File: config.mk
export PLATFORM = sky130hd
export DESIGN_NAME = uart_rx
export DESIGN_NICKNAME = d
export VERILOG_FILES = /design/src/rtl/uart_pkg.sv /design/src/rtl/sync_2ff.sv /design/src/rtl/uart_rx.sv
export SDC_FILE = /design/constraint.sdc
export NUM_CORES = 1
export LEC_CHECK = 0
export ABC_CLOCK_PERIOD_IN_PS = 1940
export BUFFER_PORTS_ARGS = -buffer_cell sky130_fd_sc_hd__buf_2
export CAP_MARGIN = 20
export CORE_MARGIN = 4
export CORE_UTILIZATION = 45
export CTS_BUF_LIST = sky130_fd_sc_hd__clkbuf_8 sky130_fd_sc_hd__clkbuf_16
export DETAILED_ROUTE_END_ITERATION = 6
export GPL_TIMING_DRIVEN = 0
export SLEW_MARGIN = 0
export SYNTH_ARGS = -nofsm -noshare
export SYNTH_HDL_FRONTEND = slang
export SYNTH_HIERARCHICAL = 1
export SYNTH_SLANG_ARGS = --single-unit
File: constraint.sdc
create_clock -name clk -period 1.94 [get_ports clk]
set_input_delay 0.388 -clock clk [delete_from_list [all_inputs] [get_ports clk]]
set_output_delay 0.388 -clock clk [all_outputs]
set_load 0.02 [all_outputs]
File: src/rtl/uart_pkg.sv
// rtl/uart_pkg.sv - shared UART definitions (receive FSM states, default bit timing)
// Contents:
//   uart_rx_state_t   receive FSM state encoding; PARITY exists in every build
//   CLKS_PER_BIT_DEF  default clocks per bit (50 MHz / 115200 baud)
package uart_pkg;

    typedef enum logic [2:0] {
        IDLE,
        START,
        DATA,
        PARITY,
        STOP
    } uart_rx_state_t;

    localparam int CLKS_PER_BIT_DEF = 434;

endpackage

File: src/rtl/sync_2ff.sv
// rtl/sync_2ff.sv - two-flop synchronizer for a single asynchronous input
// Ports:
//   clk  input   sampling clock
//   rst  input   asynchronous active-high reset, both flops load RESET_VAL
//   d_i  input   asynchronous input
//   q_o  output  synchronized copy of d_i, two cycles late
module sync_2ff #(
    parameter logic RESET_VAL = 1'b1
) (
    input  logic clk,
    input  logic rst,
    input  logic d_i,
    output logic q_o
);

    logic meta_q;
    logic sync_q;

    always_ff @(posedge clk or posedge rst) begin
        if (rst) begin
            meta_q <= RESET_VAL;
            sync_q <= RESET_VAL;
        end else begin
            meta_q <= d_i;
            sync_q <= meta_q;
        end
    end

    assign q_o = sync_q;

endmodule

File: src/rtl/uart_rx.sv
// rtl/uart_rx.sv - UART receiver with single-entry holding register and error pulses
// Optional feature macro: UART_RX_PARITY_EN (adds an even parity bit and parity_err)
// Ports:
//   clk        input   system clock
//   rst        input   asynchronous active-high reset
//   rx         input   serial line, idles high, asynchronous to clk
//   rx_ready   input   consumer takes rx_data this cycle
//   rx_data    output  received byte, first bit on the wire is the LSB
//   rx_valid   output  rx_data holds an unread byte
//   busy       output  a frame is in progress
//   frame_err  output  one-cycle pulse, stop bit sampled low
//   overrun    output  one-cycle pulse, good byte dropped because holding register full
//   parity_err output  one-cycle pulse, parity mismatch (UART_RX_PARITY_EN only)
module uart_rx
    import uart_pkg::*;
#(
    parameter int CLKS_PER_BIT = CLKS_PER_BIT_DEF,
    parameter int DATA_BITS    = 8
) (
    input  logic                 clk,
    input  logic                 rst,
    input  logic                 rx,
    input  logic                 rx_ready,
    output logic [DATA_BITS-1:0] rx_data,
    output logic                 rx_valid,
    output logic                 busy,
    output logic                 frame_err,
`ifdef UART_RX_PARITY_EN
    output logic                 parity_err,
`endif
    output logic                 overrun
);

    localparam int TW = $clog2(CLKS_PER_BIT);
    localparam int IW = $clog2(DATA_BITS);

    localparam logic [TW-1:0] BIT_LAST  = TW'(CLKS_PER_BIT - 1);
    localparam logic [TW-1:0] HALF_LAST = TW'(CLKS_PER_BIT / 2 - 1);
    localparam logic [IW-1:0] IDX_LAST  = IW'(DATA_BITS - 1);

    logic                 rx_s;
    uart_rx_state_t       state_q;
    logic [TW-1:0]        timer_q;
    logic [IW-1:0]        idx_q;
    logic [DATA_BITS-1:0] shift_q;
    logic [DATA_BITS-1:0] rx_data_q;
    logic                 rx_valid_q;
    logic                 frame_err_q;
    logic                 overrun_q;
    logic                 frame_good_d;

    sync_2ff #(
        .RESET_VAL(1'b1)
    ) u_sync (
        .clk(clk),
        .rst(rst),
        .d_i(rx),
        .q_o(rx_s)
    );

`ifdef UART_RX_PARITY_EN
    logic par_bit_q;
    logic parity_err_q;
    logic par_bad_d;

    // Even parity: data bits plus parity bit must hold an even number of ones.
    assign par_bad_d    = (^shift_q) ^ par_bit_q;
    assign frame_good_d = rx_s && !par_bad_d;
`else
    assign frame_good_d = rx_s;
`endif

    always_ff @(posedge clk or posedge rst) begin
        if (rst) begin
            state_q     <= IDLE;
            timer_q     <= '0;
            idx_q       <= '0;
            shift_q     <= '0;
            rx_data_q   <= '0;
            rx_valid_q  <= 1'b0;
            frame_err_q <= 1'b0;
            overrun_q   <= 1'b0;
`ifdef UART_RX_PARITY_EN
            par_bit_q    <= 1'b0;
            parity_err_q <= 1'b0;
`endif
        end else begin
            frame_err_q <= 1'b0;
            overrun_q   <= 1'b0;
`ifdef UART_RX_PARITY_EN
            parity_err_q <= 1'b0;
`endif
            // Consumer drain; a load from a completing frame below overrides it.
            if (rx_valid_q && rx_ready) begin
                rx_valid_q <= 1'b0;
            end

            case (state_q)
                IDLE: begin
                    if (!rx_s) begin
                        state_q <= START;
                        timer_q <= '0;
                    end
                end

                START: begin
                    if (timer_q == HALF_LAST) begin
                        timer_q <= '0;
                        idx_q   <= '0;
                        // A line already back high at mid start bit was a glitch.
                        state_q <= rx_s ? IDLE : DATA;
                    end else begin
                        timer_q <= timer_q + TW'(1);
                    end
                end

                DATA: begin
                    if (timer_q == BIT_LAST) begin
                        timer_q        <= '0;
                        shift_q[idx_q] <= rx_s;
                        if (idx_q == IDX_LAST) begin
`ifdef UART_RX_PARITY_EN
                            state_q <= PARITY;
`else
                            state_q <= STOP;
`endif
                        end else begin
                            idx_q <= idx_q + IW'(1);
                        end
                    end else begin
                        timer_q <= timer_q + TW'(1);
                    end
                end

                PARITY: begin
`ifdef UART_RX_PARITY_EN
                    if (timer_q == BIT_LAST) begin
                        timer_q   <= '0;
                        par_bit_q <= rx_s;
                        state_q   <= STOP;
                    end else begin
                        timer_q <= timer_q + TW'(1);
                    end
`else
                    state_q <= IDLE;
`endif
                end

                STOP: begin
                    // Sampling mid stop bit and leaving at once keeps the
                    // second half of the stop bit free to catch a new start edge.
                    if (timer_q == BIT_LAST) begin
                        timer_q     <= '0;
                        state_q     <= IDLE;
                        frame_err_q <= !rx_s;
`ifdef UART_RX_PARITY_EN
                        parity_err_q <= par_bad_d;
`endif
                        if (frame_good_d) begin
                            if (!rx_valid_q || rx_ready) begin
                                rx_data_q  <= shift_q;
                                rx_valid_q <= 1'b1;
                            end else begin
                                overrun_q <= 1'b1;
                            end
                        end
                    end else begin
                        timer_q <= timer_q + TW'(1);
                    end
                end

                default: state_q <= IDLE;
            endcase
        end
    end

    assign rx_data   = rx_data_q;
    assign rx_valid  = rx_valid_q;
    assign busy      = (state_q != IDLE);
    assign frame_err = frame_err_q;
    assign overrun   = overrun_q;
`ifdef UART_RX_PARITY_EN
    assign parity_err = parity_err_q;
`endif

endmodule

==> metrics.cfg, run 1 <==
[floorplanning]
core_mm2 = 0.004086
initial_core_util_pct = 47.67
die_w_um = 73.80
dieHeight_um = 73.80
rows = 23
ios = 16
die_area_mm2 = 0.005446

[global_routing]
antenna_found_initial = 0
grt_use_met3_pct = 4.104
grt_overflow = 0
grt_pass1_wl_um = 6472
track_usage_pct = 15.85
busiest_layer = met2
use_met2_pct = 26.87
met1_usage_pct = 18.90
grt_pass1_vias = 1344
grt_start_max_net_pins = 20

[clocking]
clock-sinks = 36
clk_pin_slew_ps = 70
clk_latency_ps = 290
clockBufferDepth = 2
h-tree-depth = 2
cts_made_buffers = 5
cts_tree = done
cts_root_buf = clkbuf_8

[timing]
worst_pin_slew_ps = 848.2
setup_viol = 0
fin_ws_ps = 36.97
finalHoldViolations = 0
timing.final.crit_share_pct = 98.09
fin_skew_ps = 7.858
slew_violations = 0
fmax_mhz = 525.5
max_slew_margin_pct = 43.39
post-route-min-period_ps = 1903
hold_ws_ps = 113.7

[cells_and_area]
areaGrowthSynthToFinish_pct = 16.96
antenna_cells = 0
fin_area_mm2 = 0.002278
layout-drive-gt1-share_pct = 33.50
fin_nets = 211
stdcell_count = 253

[outcome]
status = finished, final reports clean

[route]
firstDrtPassIters = 4
postRouteAntennaNets = 0
wl_per_cell_um = 15.23
wl_um = 3854
drc = 0
vias = 1389
dr.first_iter.drc_count = 71
viasPerCell = 5.490

[setup_path]
slowest_delay_ps = 450
end_kind = register
crit_path_max_fanout = 7
worstSetupPathType = register to register
arrival_ps = 2110
cp.required_ps = 2150
crit_chain = ha_1 > and4b_2 > buf_4 > a211oi_4 > buf_4 > o22ai_1 > a22oi_1
startpoint_type = register
cp_slowest_cell = dfrtp_1
path_common_cell = buf_4

[placed_design]
port_buffers = 15
placed_area_mm2 = 0.002113
dp_slack_ps = 11.91
hpwl_um = 2736
dp.cells = 239
gp_congestion = 0.7996

[power]
p_leak_nw = 1.180
p_per_area_mw_per_mm2 = 576.6
irDropWorstVdd_v = 0.0003143
power_mw = 1.314

[min_path]
hp-class = primary input to async pin

[synthesis]
ys_seq_area_share_pct = 46.37
synth_top_area_share_pct = 43.67
ys_warn_count = 6
synth_edf_count = 0
post_synth.cell_area_avg_um2 = 11.26
synthTopCellsByArea = dfrtp_1 44%, mux2_4 6.2%, ha_1 3.2%
yosys.area.top_type = dfrtp_1
ys_ff_latch = 36
synth_area_mm2 = 0.001948
synth_cell_types = 52
synth_most_common_cell = dfrtp_1
synthesis.nets = 182
synth_cells = 173
synth_ff_type = dfrtp_1
synth_commonest_cells = 34 x dfrtp_1, 16 x nand2_1, 12 x nor2_1
async_flop_share_pct = 100.0

[run]
drv_cap = 0

-- stage by stage --
stage / TNS, ps / util [%]
2_1_floorplan: 0 / -
3_3_place_gp: 0 / 51.04
3_5_place_dp: 0 / 51.71
4_1_cts: 0 / 53.86
5_1_grt: -79.39 / 55.76
6_report: 0 / 55.76
-- report_power, final --
group	switching, mW	internal, mW	leakage [nW]
sequential	0.00194	0.754	0.481
combinational	0.0195	0.00916	0.650
clock	0.279	0.250	0.0479
total	0.301	1.01	1.18
-- path summary, 6_finish.rpt --
| path | start | to | slack [ps] | cells after the start |
|---|---|---|---|---|
| setup / recovery | timer_q[0] | timer_q[6] | 40 | 7 |
| hold / removal | rst | u_sync/meta_q | 110 | 2 |
| setup reg to reg | timer_q[0] | timer_q[6] | 40 | 7 |
| hold reg to reg | u_sync/meta_q | u_sync/q_o | 360 | 0 |
| max in group asynchronous | rst | shift_q[2] | 1120 | 3 |
| min in group clk | rx | u_sync/meta_q | 190 | 1 |
-- area by class of cell --
type / instances / area, um2
multi-input combinational: 122 / 999.7
buffer: 7 / 47.55
timing repair buffer: 22 / 147.6
clock inverter: 3 / 18.77
sequential: 36 / 903.4
clock buffer: 5 / 68.82
inverter: 8 / 30.03
fill: 353 / 1808
tap: 50 / 62.56
-- logic make-up after synthesis --
kind of cell,Yosys count,synth area share (%)
buf+inv,15,3.982
mux,17,11.37
fa+ha+maj,6,3.725
simple gates,66,20.62
flops,36,46.37
xor+xnor,1,0.4497
compound gates,32,13.49
-- repair_timing --
item                                    in CTS  in global routing
gates resized for setup                      0                  6
buffers inserted                             0                  6
hold buffers                                 0                  0
endpoints found under the setup margin       0                 18
-- placed cells by master (no fill, tap or decap), types with 3 or more instances in the layout --
cell type	n
dfrtp_1	34
mux2_2	5
a21oi_1	3
nand2_1	16
nand4_1	3
inv_1	7
o22ai_1	3
nor2_1	12
nand3b_1	3
nand3_1	5
clkbuf_8	5
buf_2	17
ha_1	5
mux2_4	8
o211ai_1	4
mux2_1	4
o21ai_1	7
buf_4	7
-- sequential cells by signal (all words and copies together) (netlist names), 3 cells and up --
| register | count |
|---|---|
| shift_q | 8 |
| timer_q | 9 |
| idx_q | 3 |
| state_q | 3 |
| rx_data | 8 |
-- metal layers --
metal,up-vias,routed length [um]
met5,-,0
met4,0,71
met3,7,103
met2,18,1990
met1,678,1689
li1,686,-
-- critical path: cells and delay by family, from the launching register on --
kind | cells | cell delay [ps]
fa+ha+maj | 1 | 220
buf+inv | 2 | 360
simple gates | 1 | 240
compound gates | 3 | 550
flops | 1 | 450
No activity file was read; power rests on OpenSTA's default activity.
==> inputs of run 2 (changes only) <==
--- a/config.mk
+++ b/config.mk
@@ -13,6 +13,7 @@
 export CTS_BUF_LIST = sky130_fd_sc_hd__clkbuf_8 sky130_fd_sc_hd__clkbuf_16
 export DETAILED_ROUTE_END_ITERATION = 6
 export GPL_TIMING_DRIVEN = 0
+export RECOVER_POWER = 50
 export SLEW_MARGIN = 0
 export SYNTH_ARGS = -nofsm -noshare
 export SYNTH_HDL_FRONTEND = slang
==> run 2 against run 1 <==
Compared with the run above:
- die area is the same
- worst hold slack is essentially flat
- total power shrank 0.49%
- critical endpoint unchanged
- non-clock buffer count is the same
- largest power group unchanged
- largest cell class unchanged
==> metrics.cfg, run 2 (same netlist as run 1, synthesis figures left out) <==
[setup_path]
crit_chain = ha_1 > and4b_2 > buf_4 > a211oi_4 > buf_4 > o22ai_1 > a22oi_1  ; unchanged
startpoint_type = register  ; unchanged
worstSetupPathType = register to register  ; unchanged
path_common_cell = buf_4  ; unchanged
crit_start = timer_q[0]  ; unchanged
r2r_start = timer_q[0]  ; unchanged
path_depth = 7  ; unchanged
cp_slowest_cell = dfrtp_1  ; unchanged
endpoint = timer_q[6]  ; unchanged
arrival_ps = 2110  ; about the same
rrSetupSlack_ps = 40  ; about the same
cp.required_ps = 2150  ; about the same
r2r_end = timer_q[6]  ; unchanged
crit_family = compound AO/OA/AOI/OAI gates  ; unchanged
crit_buf_inv = 2  ; unchanged
rr_worst_depth = 7  ; unchanged
end_kind = register  ; unchanged
crit_path_max_fanout = 7  ; unchanged
slowest_delay_ps = 450  ; about the same

[clocking]
cts_root_buf = clkbuf_8  ; unchanged
clk_latency_ps = 290  ; about the same
clockBufferDepth = 2  ; unchanged
clk_pin_slew_ps = 70  ; about the same
cts_tree = done  ; unchanged
cts_made_buffers = 5  ; unchanged
clock-sinks = 36  ; unchanged
h-tree-depth = 2  ; unchanged

[cells_and_area]
final-seq-area_um2 = 903.4  ; unchanged
fin_nets = 211  ; unchanged
layout-drive-gt1-share_pct = 31.53  ; was 33.50%
fin_area_mm2 = 0.002251  ; was 0.002278 mm2
stdcell_count = 253  ; unchanged
layout.cells.most_common = dfrtp_1  ; unchanged
multi_input_area_um2 = 999.7  ; unchanged
areaGrowthSynthToFinish_pct = 15.54  ; was 16.96%
largest-register = timer_q  ; unchanged
largest_reg_flops = 9  ; unchanged
fill_cells = 358  ; was 353
antenna_cells = 0  ; unchanged
most-common-layout-cells = 34 x dfrtp_1, 16 x nand2_1, 14 x buf_2, 12 x nor2_1, 8 x mux2_4  ; was 34 x dfrtp_1, 17 x buf_2, 16 x nand2_1, 12 x nor2_1, 8 x mux2_4

[timing]
finalHoldViolations = 0  ; unchanged
fin_skew_ps = 7.883  ; was 7.858 ps
worst_pin_slew_ps = 846.0  ; was 848.2 ps
max_slew_margin_pct = 43.60  ; was 43.39%
post-route-min-period_ps = 1903  ; about the same
setup_viol = 0  ; unchanged
slew_violations = 0  ; unchanged
timing.final.crit_share_pct = 98.10  ; was 98.09%
fmax_mhz = 525.4  ; was 525.5 MHz

[route]
postRouteAntennaNets = 0  ; unchanged
vias = 1391  ; was 1389
wl_per_cell_um = 15.32  ; was 15.23 um
viasPerCell = 5.498  ; was 5.490
firstDrtPassIters = 4  ; unchanged
wl_um = 3876  ; was 3854 um
top_layer = met4  ; unchanged
dr.first_iter.drc_count = 65  ; was 71
met1_length_um = 1701  ; was 1689 um
wl_met2_um = 1998  ; was 1990 um
wl_met3_um = 104  ; was 103 um
drc = 0  ; unchanged

[placed_design]
placed_area_mm2 = 0.002113  ; unchanged
hpwl_um = 2736  ; unchanged
dp.cells = 239  ; unchanged
port_buffers = 15  ; unchanged
gp_congestion = 0.7996  ; unchanged

[min_path]
hp-class = primary input to async pin  ; unchanged

[floorplanning]
rows = 23  ; unchanged
dieHeight_um = 73.80  ; unchanged
die_area_mm2 = 0.005446  ; unchanged
die_w_um = 73.80  ; unchanged
core_mm2 = 0.004086  ; unchanged
initial_core_util_pct = 47.67  ; unchanged
ios = 16  ; unchanged

[global_routing]
track_usage_pct = 15.85  ; unchanged
antenna_found_initial = 0  ; unchanged
grt_start_max_net_pins = 20  ; unchanged
grt_overflow = 0  ; unchanged
grt_pass1_vias = 1344  ; unchanged
grt_pass1_wl_um = 6472  ; unchanged

[outcome]
status = finished, final reports clean  ; unchanged

[power]
p_leak_nw = 1.155  ; was 1.180 nW
power_mw = 1.307  ; was 1.314 mW
irDropWorstVdd_v = 0.0003143  ; unchanged
p_per_area_mw_per_mm2 = 580.8  ; was 576.6 mW/mm2

[run]
drv_cap = 0  ; unchanged

[run 2: metrics by stage]
| stage | hold WS (ps) | setup WS [ps] | util (%) | setup TNS [ps] |
|---|---|---|---|---|
| floorplan | 299.5 | 212.5 | - | 0 |
| finish | 113.8 | 36.77 | 55.08 | 0 |
| global placement | 348.1 | 48.68 | 51.04 | 0 |
| detailed placement | 348.8 | 11.91 | 51.71 | 0 |
| global route | 108.2 | -30.66 | 55.08 | -79.39 |
| CTS | 106.0 | 8.990 | 53.86 | 0 |
[run 2: final cells by class]
| cell class | count | area share, % |
|---|---|---|
| clock buffers | 5 | 3.057 |
| clock inverters | 3 | 0.8338 |
| flip-flops and latches | 36 | 40.13 |
| multi-input cells | 122 | 44.41 |
| plain buffers | 7 | 2.112 |
| repair buffers | 22 | 5.336 |
| inverters | 8 | 1.334 |
| well taps | 50 | 2.779 |
[run 2: worst reg2reg max path, cell delays in order (launching register included)]
cell and delay, ps:
dfrtp_1 450, ha_1 220, and4b_2 240, buf_4 150, a211oi_4 290, buf_4 210
o22ai_1 90, a22oi_1 170
[run 2: worst min path at each step]
stage | start | endpoint | slack, ps | cells after the start
global placement | u_sync/meta_q | u_sync/q_o | 350 | 0
finish | rst | u_sync/meta_q | 110 | 2
global route | rst | u_sync/meta_q | 110 | 2
floorplan | rst | u_sync/meta_q | 300 | 1
detailed placement | u_sync/meta_q | u_sync/q_o | 350 | 0
CTS | rst | u_sync/q_o | 110 | 2
[run 2: where the power goes]
group / internal, mW / switching [mW] / total (mW)
combinational: 0.00396 / 0.0186 / 0.0225
clock: 0.250 / 0.279 / 0.529
sequential: 0.754 / 0.00194 / 0.756
total: 1.01 / 0.300 / 1.31
[run 2: timing repair]
action | in CTS | in global routing
endpoints found under the setup margin | 0 | 18
hold buffers | 0 | 0
setup buffers | 0 | 6
gates resized for setup | 0 | 6
hold endpoints to repair | 0 | 0
[run 2: layer usage]
metal  GRT usage (%)  vias to the layer above
met2           26.87                       18
met1           18.90                      681
met5               0                        -
met4           6.640                        0
li1                -                      685
met3           4.104                        7
